$ cat src/rtl/phase_readout_pkg.sv
// -----------------------------------------------------------------------------
// phase_readout_pkg
//   Shared definitions for the phase readout blocks: the measurement FSM
//   state encoding and the default synchronizer depth used by both the top
//   level (reference oscillator) and every per-spin phase_counter.
//
//   Contents:
//     SYNC_STAGES_DEFAULT : default flop depth of each oscillator synchronizer
//     state_t             : IDLE / SETTLE / MEASURE / DONE encoding
// -----------------------------------------------------------------------------
package phase_readout_pkg;

    localparam int SYNC_STAGES_DEFAULT = 2;

    typedef enum logic [1:0] {
        ST_IDLE    = 2'd0,
        ST_SETTLE  = 2'd1,
        ST_MEASURE = 2'd2,
        ST_DONE    = 2'd3
    } state_t;

endpackage

$ cat src/rtl/phase_counter.sv
// -----------------------------------------------------------------------------
// phase_counter
//   One spin channel: synchronizes the asynchronous spin oscillator phase and
//   counts the cycles in which it disagrees with the (already synchronized)
//   reference phase.
//
//   Ports:
//     clk        in   system clock, rising edge
//     rstn       in   asynchronous active-low reset (clears sync chain, count)
//     osc        in   asynchronous spin oscillator phase
//     ref_sync   in   synchronized reference phase from the top level
//     clear      in   zero the counter on this edge (wins over enable)
//     enable     in   count mismatches on this edge
//     count_next out  value the counter takes on the next edge; the top level
//                     samples it on the edge that ends the measurement so the
//                     final mismatch cycle is included in the result
// -----------------------------------------------------------------------------
module phase_counter
    import phase_readout_pkg::*;
#(
    parameter int CNT_W       = 16,
    parameter int SYNC_STAGES = SYNC_STAGES_DEFAULT
) (
    input  logic             clk,
    input  logic             rstn,
    input  logic             osc,
    input  logic             ref_sync,
    input  logic             clear,
    input  logic             enable,
    output logic [CNT_W-1:0] count_next
);

    logic [SYNC_STAGES-1:0] sync_q;
    logic [CNT_W-1:0]       count_q;
    logic                   mismatch;

    // Plain shift chain; only the last stage is ever looked at.
    always_ff @(posedge clk or negedge rstn) begin
        if (!rstn) begin
            sync_q <= '0;
        end else begin
            sync_q[0] <= osc;
            for (int s = 1; s < SYNC_STAGES; s++) begin
                sync_q[s] <= sync_q[s-1];
            end
        end
    end

    assign mismatch = sync_q[SYNC_STAGES-1] ^ ref_sync;

    // The measurement window never exceeds the counter range, so the
    // all-ones guard never fires in normal use; it only makes a wrap
    // impossible by construction.
    always_comb begin
        count_next = count_q;
        if (clear) begin
            count_next = '0;
        end else if (enable && mismatch && (count_q != '1)) begin
            count_next = count_q + CNT_W'(1);
        end
    end

    always_ff @(posedge clk or negedge rstn) begin
        if (!rstn) begin
            count_q <= '0;
        end else begin
            count_q <= count_next;
        end
    end

endmodule

$ cat src/rtl/phase_readout.sv
// -----------------------------------------------------------------------------
// phase_readout
//   Measures NUM_SPINS asynchronous spin oscillators against a reference
//   oscillator. After a start request the block settles its synchronizers,
//   counts per-spin phase mismatches for `window` cycles, then decodes each
//   spin as 1 when it disagreed with the reference for more than half of the
//   window (a tie decodes as 0).
//
//   Ports:
//     clk       in   system clock, rising edge
//     rstn      in   asynchronous active-low reset, aborts any measurement
//     start     in   measurement request, sampled only while idle
//     window    in   measurement length in cycles, latched on accepted start
//     ref_osc   in   asynchronous reference oscillator phase
//     spin_osc  in   asynchronous spin oscillator phases
//     cnt_sel   in   selects which spin's last result drives cnt_out
//     busy      out  high whenever a measurement is in progress
//     done      out  one-cycle pulse in the cycle results become visible
//     spin_out  out  decoded spin values, held until the next measurement ends
//     cnt_out   out  last completed mismatch count of spin cnt_sel
//
//   Request protocol: start is a level, not a handshake. It is accepted on any
//   rising edge where the FSM is IDLE (busy=0) and is ignored otherwise; there
//   is no queuing. Holding start high re-arms a new run in the IDLE cycle that
//   follows each DONE.
//
//   Timeline from the accepting edge: SETTLE for SYNC_STAGES+1 cycles (one
//   cycle for the window latch / counter clear to land plus SYNC_STAGES to
//   flush the synchronizers), MEASURE for `window` cycles, then DONE, so done
//   rises 1+SYNC_STAGES+window cycles after acceptance.
// -----------------------------------------------------------------------------
module phase_readout
    import phase_readout_pkg::*;
#(
    parameter int  NUM_SPINS   = 8,
    parameter int  CNT_W       = 16,
    parameter int  SYNC_STAGES = SYNC_STAGES_DEFAULT,
    localparam int SEL_W       = (NUM_SPINS > 1) ? $clog2(NUM_SPINS) : 1
) (
    input  logic                 clk,
    input  logic                 rstn,
    input  logic                 start,
    input  logic [CNT_W-1:0]     window,
    input  logic                 ref_osc,
    input  logic [NUM_SPINS-1:0] spin_osc,
    input  logic [SEL_W-1:0]     cnt_sel,
    output logic                 busy,
    output logic                 done,
    output logic [NUM_SPINS-1:0] spin_out,
    output logic [CNT_W-1:0]     cnt_out
);

    localparam int              SET_W       = $clog2(SYNC_STAGES + 1) + 1;
    localparam logic [SET_W-1:0] SETTLE_LAST = SET_W'(SYNC_STAGES);

    state_t state_q;
    state_t state_d;

    logic [CNT_W-1:0]     window_q;
    logic [SET_W-1:0]     settle_q;
    logic [CNT_W-1:0]     meas_q;
    logic [SYNC_STAGES-1:0] ref_sync_q;
    logic [CNT_W-1:0]     result_q [NUM_SPINS];
    logic [NUM_SPINS-1:0] spin_q;

    logic settle_last;
    logic meas_last;
    logic clear_cnt;
    logic enable_cnt;
    logic load_res;

    logic [NUM_SPINS-1:0][CNT_W-1:0] cnt_next;

    // ------------------------------------------------------------------
    // Reference synchronizer (spin synchronizers live in phase_counter)
    // ------------------------------------------------------------------
    always_ff @(posedge clk or negedge rstn) begin
        if (!rstn) begin
            ref_sync_q <= '0;
        end else begin
            ref_sync_q[0] <= ref_osc;
            for (int s = 1; s < SYNC_STAGES; s++) begin
                ref_sync_q[s] <= ref_sync_q[s-1];
            end
        end
    end

    // ------------------------------------------------------------------
    // Per-spin mismatch counters
    // ------------------------------------------------------------------
    for (genvar i = 0; i < NUM_SPINS; i++) begin : g_spin
        phase_counter #(
            .CNT_W       (CNT_W),
            .SYNC_STAGES (SYNC_STAGES)
        ) u_counter (
            .clk        (clk),
            .rstn       (rstn),
            .osc        (spin_osc[i]),
            .ref_sync   (ref_sync_q[SYNC_STAGES-1]),
            .clear      (clear_cnt),
            .enable     (enable_cnt),
            .count_next (cnt_next[i])
        );
    end

    // ------------------------------------------------------------------
    // FSM: state register
    // ------------------------------------------------------------------
    always_ff @(posedge clk or negedge rstn) begin
        if (!rstn) begin
            state_q <= ST_IDLE;
        end else begin
            state_q <= state_d;
        end
    end

    // MEASURE is only entered with a non-zero window, so window_q-1 cannot
    // underflow while meas_last matters.
    assign settle_last = (settle_q == SETTLE_LAST);
    assign meas_last   = (meas_q == (window_q - CNT_W'(1)));

    // ------------------------------------------------------------------
    // FSM: next-state logic
    // ------------------------------------------------------------------
    always_comb begin
        state_d = state_q;
        case (state_q)
            ST_IDLE: begin
                if (start) begin
                    state_d = ST_SETTLE;
                end
            end
            ST_SETTLE: begin
                if (settle_last) begin
                    state_d = (window_q == '0) ? ST_DONE : ST_MEASURE;
                end
            end
            ST_MEASURE: begin
                if (meas_last) begin
                    state_d = ST_DONE;
                end
            end
            ST_DONE: begin
                state_d = ST_IDLE;
            end
            default: begin
                state_d = ST_IDLE;
            end
        endcase
    end

    // ------------------------------------------------------------------
    // FSM: outputs and datapath controls
    // ------------------------------------------------------------------
    always_comb begin
        busy       = (state_q != ST_IDLE);
        done       = (state_q == ST_DONE);
        clear_cnt  = (state_q == ST_IDLE) && start;
        enable_cnt = (state_q == ST_MEASURE);
        load_res   = (state_d == ST_DONE) && (state_q != ST_DONE);
    end

    // ------------------------------------------------------------------
    // Window latch, phase timers, results and decode
    // ------------------------------------------------------------------
    always_ff @(posedge clk or negedge rstn) begin
        if (!rstn) begin
            window_q <= '0;
            settle_q <= '0;
            meas_q   <= '0;
            spin_q   <= '0;
            for (int i = 0; i < NUM_SPINS; i++) begin
                result_q[i] <= '0;
            end
        end else begin
            if (clear_cnt) begin
                window_q <= window;
            end

            if (state_q == ST_SETTLE) begin
                settle_q <= settle_q + SET_W'(1);
            end else begin
                settle_q <= '0;
            end

            if (state_q == ST_MEASURE) begin
                meas_q <= meas_q + CNT_W'(1);
            end else begin
                meas_q <= '0;
            end

            // cnt_next already includes the last MEASURE cycle's increment.
            // Majority test 2*count > window, done one bit wider so the
            // doubled count cannot overflow; a tie decodes as 0.
            if (load_res) begin
                for (int i = 0; i < NUM_SPINS; i++) begin
                    result_q[i] <= cnt_next[i];
                    spin_q[i]   <= ({cnt_next[i], 1'b0} > {1'b0, window_q});
                end
            end
        end
    end

    assign spin_out = spin_q;

    // Compare-based select keeps out-of-range cnt_sel values (non power-of-two
    // NUM_SPINS) well defined: they read as zero.
    always_comb begin
        cnt_out = '0;
        for (int i = 0; i < NUM_SPINS; i++) begin
            if (cnt_sel == SEL_W'(i)) begin
                cnt_out = result_q[i];
            end
        end
    end

endmodule

$ cat config.mk
export PLATFORM = sky130hd
export DESIGN_NAME = phase_readout
export DESIGN_NICKNAME = d
export VERILOG_FILES = /design/src/rtl/phase_readout_pkg.sv /design/src/rtl/phase_counter.sv /design/src/rtl/phase_readout.sv
export SDC_FILE = /design/constraint.sdc
export NUM_CORES = 1
export LEC_CHECK = 0
export ABC_AREA = 1
export CAP_MARGIN = 5
export CORE_MARGIN = 3
export CORE_UTILIZATION = 59
export DETAILED_ROUTE_END_ITERATION = 7
export PLACE_DENSITY = 0.77
export REMOVE_ABC_BUFFERS = 1
export SYNTH_ARGS = -nofsm -noshare
export SYNTH_HDL_FRONTEND = slang
export SYNTH_SLANG_ARGS = --single-unit
$ cat constraint.sdc
create_clock -name clk -period 7.2 [get_ports clk]
set_clock_uncertainty 0.1 [all_clocks]
set_input_delay 0.72 -clock clk [delete_from_list [all_inputs] [get_ports clk]]
set_output_delay 0.72 -clock clk [all_outputs]
set_load 0.01 [all_outputs]
==> impl_metrics.toml <==
[worst_setup_path]
crit_path_start_kind = "flip-flop"
cp_data_required_time_ps = 7550
end_kind = "flip-flop"
arrival_ps = 5390
crit_fanout = 179
crit_type = "flip-flop to flip-flop"

[floorplanning]
ios = 57
die_w_um = 183
core_region_area_sq_um = 30700
num_rows = 64
die_area_sq_um = 33500
die_h_um = 183
initial_core_util_pct = 60.2

[power_and_ir_drop]
p_sw_mw = 1.68
cellLeakagePower_nw = 10.4
vdd_drop_max_mv = 0.222
p_seq_share_pct = 42.7
clock_power_share_pct = 35.8
switching_share_pct = 33.1
p_int_mw = 3.39
p_comb_share_pct = 21.4
p_per_area_nw_per_um2 = 248

[clock_tree]
post_cts_buffers = 0
ctsHtreeMaxLevel = 2
cts_buffer_depth = 3
cts_tree = "yes"
ctsHoldBuffers = 0
clock_sinks = 319
post_cts_resized = 0
cts_root_buf = "clkbuf_16"
clk_pin_slew_ps = 60
numCtsBuffers = 36
clk_latency_ps = 530

[sta]
period_share_pct = 69.9
relSlewSlack_pct = 26.4
period_minus_slack_ps = 5030
finalMaxSlewViolations = 0
setup_viol = 0
fin_setup_tns_ps = 0
hold_ws_ps = 119
rsz0062_at_grt = "false"
hold_viol = 0
fmax_mhz = 199
worstMarginPinSlew_ps = 1100

[global_route]
met2_usage_pct = 51.3
grt_use_met3_pct = 4.98
grt.total_usage_pct = 32.1
antenna_found_initial = 1
grt_max_degree = 180
grt_pass1_wl_mm = 84.8
grt_pass1_vias = 16200
grt-busiest-layer = "met2"
grt_util_met1_pct = 43.0
grt-ovfl-total = 0

[drt]
routed-via-count = 16600
drtPass1Iterations = 6
routed_wl_mm = 53.1
vias_per_cell = 5.79
wl_per_cell_um = 18.5
postRouteAntennaNets = 0
drc = 0
drt_iter0_drc = 1561

[synthesis]
synth_cells = 2410
synth_seq_area_share_pct = 43.1
synth.distinct_cells = 47
synth_ff_type = "dfrtp_1"
synth_edf_count = 0
yosys.area.top_type = "dfrtp_1"
synth_top_cell_area_share_pct = 43.1
ys_ff_latch = 319
async_flop_share_pct = 100
synth_area_leaders = "dfrtp_1, nand2_1, ha_1"
syn_area_sq_um = 18500
syn_avg_cell_area_sq_um = 7.68
synth_warnings = 0

[job]
maxCapViolCount = 0

[place]
place_hpwl_mm = 37.1
portBuffers = 56
place.gp.congestion = 0.929
dpl-instance-area_sq_um = 19300

[cells_and_area]
diodes = 0
stdcell_area_sq_um = 20500
fin_nets = 2610
drive_above_1_share_pct = 3.96
syn_to_final_growth_pct = 10.6

[status]
status = "finished clean"

[worst_hold_path]
worstHoldPathType = "input pin to asynchronous set/reset pin"
## worst max-delay path, stage by stage (launching register included)
cell     delay, ps
dfrtp_1        370
inv_1          470
ha_1           330
nand3_2        140
nor2_2         170
nand2_1        110
nor2_2         110
nand2_1         70
nand2_1         60
nand2_1         40
nor2_1         100
nand3_1         80
nand2_1         60
nand2_1         60
nand2_2        120
nand2_8        450
inv_2         1150
buf_4          510
nand2_1        100
nand2_1         80
## final cells by class
cell class	count	area, sq um
Fill cell	2552	10300
Timing Repair Buffer	65	646
Clock inverter	13	97.6
Clock buffer	50	1060
Tap cell	396	495
Sequential cell	319	7980
Inverter	295	1110
Multi-Input combinational cell	1730	9080
## power groups by stage
stage / clock [mW] / combinational (mW) / sequential [mW]
CTS: 1.83 / 1.08 / 2.16
floorplan: 0 / 0.754 / 2.14
global placement: 0 / 1.03 / 2.18
global route: 1.90 / 1.25 / 2.19
detailed placement: 0 / 1.07 / 2.19
finish: 1.82 / 1.09 / 2.17
## cells by family after synthesis
kind of cell,after synthesis,share of synthesized area [%]
xor+xnor,45,2.20
simple gates,1215,27.4
flops,319,43.1
buf+inv,361,7.88
compound gates,338,10.4
fa+ha+maj,132,8.92
## registers in the layout (all words and copies together) (netlist names)
register                  count
result_q                    128
state_q                       2
meas_q                       16
g_spin.u_counter.sync_q      16
ref_sync_q                    2
spin_out                      8
window_q                     16
settle_q                      3
g_spin.u_counter.count_q    128
## per-layer routing
layer  routed length (um)  share of wire, %
met4                 2970               5.6
met2                24100                45
met3                 3670               6.9
met5                   14             0.026
met1                22300                42
## cells in the mapped netlist, types with 13 or more instances
cell,n
ha_1,132
clkbuf_1,34
dfrtp_1,319
nand4_1,43
nand2_1,732
xor2_1,25
o2111ai_1,20
nor2_1,189
a21oi_1,109
a221oi_1,13
nand3_1,118
buf_2,13
nor3_1,84
inv_1,286
o21ai_0,148
xnor2_1,19
## per-stage QoR
step                      setup slack [ps]  cells  util (%)  power, mW
after floorplan                       2210   2344         -       2.90
after global placement                2500   2805      62.8       3.21
after detailed placement              2400   2805      62.8       3.26
after CTS                             2370   2868      66.6       5.07
after global routing                  1820   2868      66.6       5.35
final                                 2170   2868      66.6       5.07
## placed cells by master, fill, tap and decap left out, types with 11 or more instances in the layout
master,netlist,final
clkbuf_16,0,37
nor3b_1,12,12
clkdlybuf4s50_1,0,55
nand2_1,732,731
xnor2_1,19,19
a221oi_1,13,13
a21oi_1,109,109
nor3_1,84,84
o21ai_0,148,148
dfrtp_1,319,319
nor4_1,11,11
nor2_1,189,189
o2111ai_1,20,20
inv_1,286,285
nand4_1,43,43
xor2_1,25,25
ha_1,132,132
nand3_1,118,118
## path summary, 6_finish.rpt
| check | startpoint | to | slack, ps | cells past startpoint |
|---|---|---|---|---|
| max in group asynchronous | rstn | g_spin[1].u_counter.count_q[14] | 5370 | 2 |
| hold / removal | rstn | g_spin[7].u_counter.count_q[12] | 120 | 1 |
| hold reg to reg | ref_sync_q[0] | ref_sync_q[1] | 240 | 0 |
| setup / recovery | window_q[1] | result_q[49] | 2170 | 19 |
| min in group clk | ref_sync_q[0] | ref_sync_q[1] | 240 | 0 |
| setup reg to reg | window_q[1] | result_q[49] | 2170 | 19 |
No activity file was read; power rests on OpenSTA's default activity.
==> RTL edit: new RTL, same flow settings <==
The package constant `SYNC_STAGES_DEFAULT` goes from 2 to 1.
--- a/src/rtl/phase_readout_pkg.sv
+++ b/src/rtl/phase_readout_pkg.sv
@@ -10,7 +10,7 @@
 // -----------------------------------------------------------------------------
 package phase_readout_pkg;
 
-    localparam int SYNC_STAGES_DEFAULT = 2;
+    localparam int SYNC_STAGES_DEFAULT = 1;
 
     typedef enum logic [1:0] {
         ST_IDLE    = 2'd0,
Formal check against the unedited RTL: not equivalent (a bounded check fails within 4 cycles, from zero or initial values and one cycle with rstn low).
==> RTL edit against the original RTL <==
- critical path depth decreased by 10
- total power increased by 5.2%
- setup slack improved by 0.40 ns
- fmax increased by 8.7%
- global-route usage increased by 1.2 points
- wire length increased by 5.7%
- design area increased by 1.8%
- count of clock-buffer cells in the layout increased by 3
- non-clock buffer count increased by 2
- synthesized area increased by 2.1%
- sequential cell count decreased by 10
- utilization increased by 0.47 points
- combinational power increased by 13%
- critical endpoint is now cnt_out[1]
==> RTL edit: results (changes against the original RTL) <==
| Metric | Value |
|---|---|
| Top cell types by occurrence after synthesis | `nand2_1 (805), dfrtp_1 (309), nand3_1 (257), inv_1 (231), nor2_1 (183) (was nand2_1 (732), dfrtp_1 (319), inv_1 (286), nor2_1 (189), o21ai_0 (148))` |
| Kind of cell with the highest combined delay on the critical path | `buffers and inverters (unchanged)` |
| Detailed Place HPWL | `38,800 microns (was 37,100 microns)` |
| R2r worst-path depth | `17 (was 19)` |
| Flop-to-flop setup slack | `2.67 ns (was 2.17 ns)` |
| Multiplexer share of the synthesized area | `0 (unchanged)` |
| Leakage component of the power | `10.8 nW (was 10.4 nW)` |
| Largest voltage drop on the vdd net | `322 uV (was 222 uV)` |
| Synth unique cells | `39 (was 47)` |
| Worst Path Max Fanout | `17 (was 179)` |
| Compound-cell area share of the yosys netlist | `0.0811 (was 0.104)` |
| Critical Path Slowest Stage Cell | `nor2_1 (was inv_2)` |
| Clock network power | `1.92 mW (was 1.82 mW)` |
| Worst max-slew margin expressed relative to the limit | `0.301 (was 0.264)` |
| Cells after synthesis | `2,540 (was 2,410)` |
| Share of synthesized area occupied by flip-flops and latches | `0.409 (was 0.431)` |
| Internal power consumption | `3.52 mW (was 3.39 mW)` |
| GRT Util Overall | `0.332 (was 0.321)` |
| Via total after detailed routing | `17,900 (was 16,600)` |
| Arrival time reported for the critical path endpoint | `3.81 ns (was 5.39 ns)` |
| Area share of xor/xnor cells in the synthesized design | `0.0260 (was 0.0220)` |
| Initial antenna violation count | `0 (was 1)` |
| R2r endpoint | `result_q[107] (was result_q[49])` |
| Largest net degree at the start of global routing | `169 (was 180)` |
| Highest cell delay on the worst timing path | `0.77 ns (was 1.15 ns)` |
| Layout cell share with drive strength beyond 1 | `0.0372 (was 0.0396)` |
| I/O Buffers | `56 (unchanged)` |
| Capture point of the worst path | `cnt_out[1] (was result_q[49])` |
| Final non-filler cell total | `2,980 (was 2,868)` |
| DRC violation total after the first TritonRoute iteration | `1,584 (was 1,561)` |
| Final RePlAce weighted congestion | `0.969 (was 0.929)` |
| Reg-to-reg critical path startpoint | `window_q[0] (was window_q[1])` |
| Worst setup path startpoint | `cnt_sel[0] (was window_q[1])` |
| Number of nets in the finished design | `2,720 (was 2,610)` |
| Cell count after placement | `2,915 (was 2,805)` |
| Avg WL per Cell | `18.9 microns (was 18.5 microns)` |
| Post-synthesis share of cell area spent on full adders, half adders and majority gates | `0.0868 (was 0.0892)` |
| Vias in the first global route | `16,900 (was 16,200)` |
| Run status | `completed (unchanged)` |
| Dominant cells by area after synthesis | `dfrtp_1 (41%), nand2_1 (16%), ha_1 (8.7%) (was dfrtp_1 (43%), nand2_1 (15%), ha_1 (8.9%))` |
## RTL edit: metal layers
layer | vias up | GRT usage | routed length, microns
met5 | - | 0 | 0
met4 | 0 | 0.166 | 3190
met3 | 175 | 0.0426 | 4270
met2 | 819 | 0.521 | 25200
met1 | 8534 | 0.458 | 23500
li1 | 8386 | - | -
## RTL edit: through the flow
stage | worst slack, ns | total power, mW | area, sq um | hold slack (ns)
detailed placement | 2.47 | 3.40 | 19600 | 0.350
global placement | 2.54 | 3.33 | 19600 | 0.319
floorplan | 2.44 | 2.99 | 18400 | 0.308
global route | 2.34 | 5.62 | 20800 | 0.0821
finish | 2.57 | 5.33 | 20800 | 0.0566
CTS | 2.64 | 5.31 | 20800 | 0.0728
## RTL edit: layout make-up
type | count | area, sq um
clock inverters | 11 | 165
flip-flops and latches | 309 | 7730
well taps | 396 | 495
clock buffers | 53 | 1080
fillers | 2712 | 10200
repair buffers | 67 | 664
multi-input cells | 1907 | 9810
inverters | 237 | 890
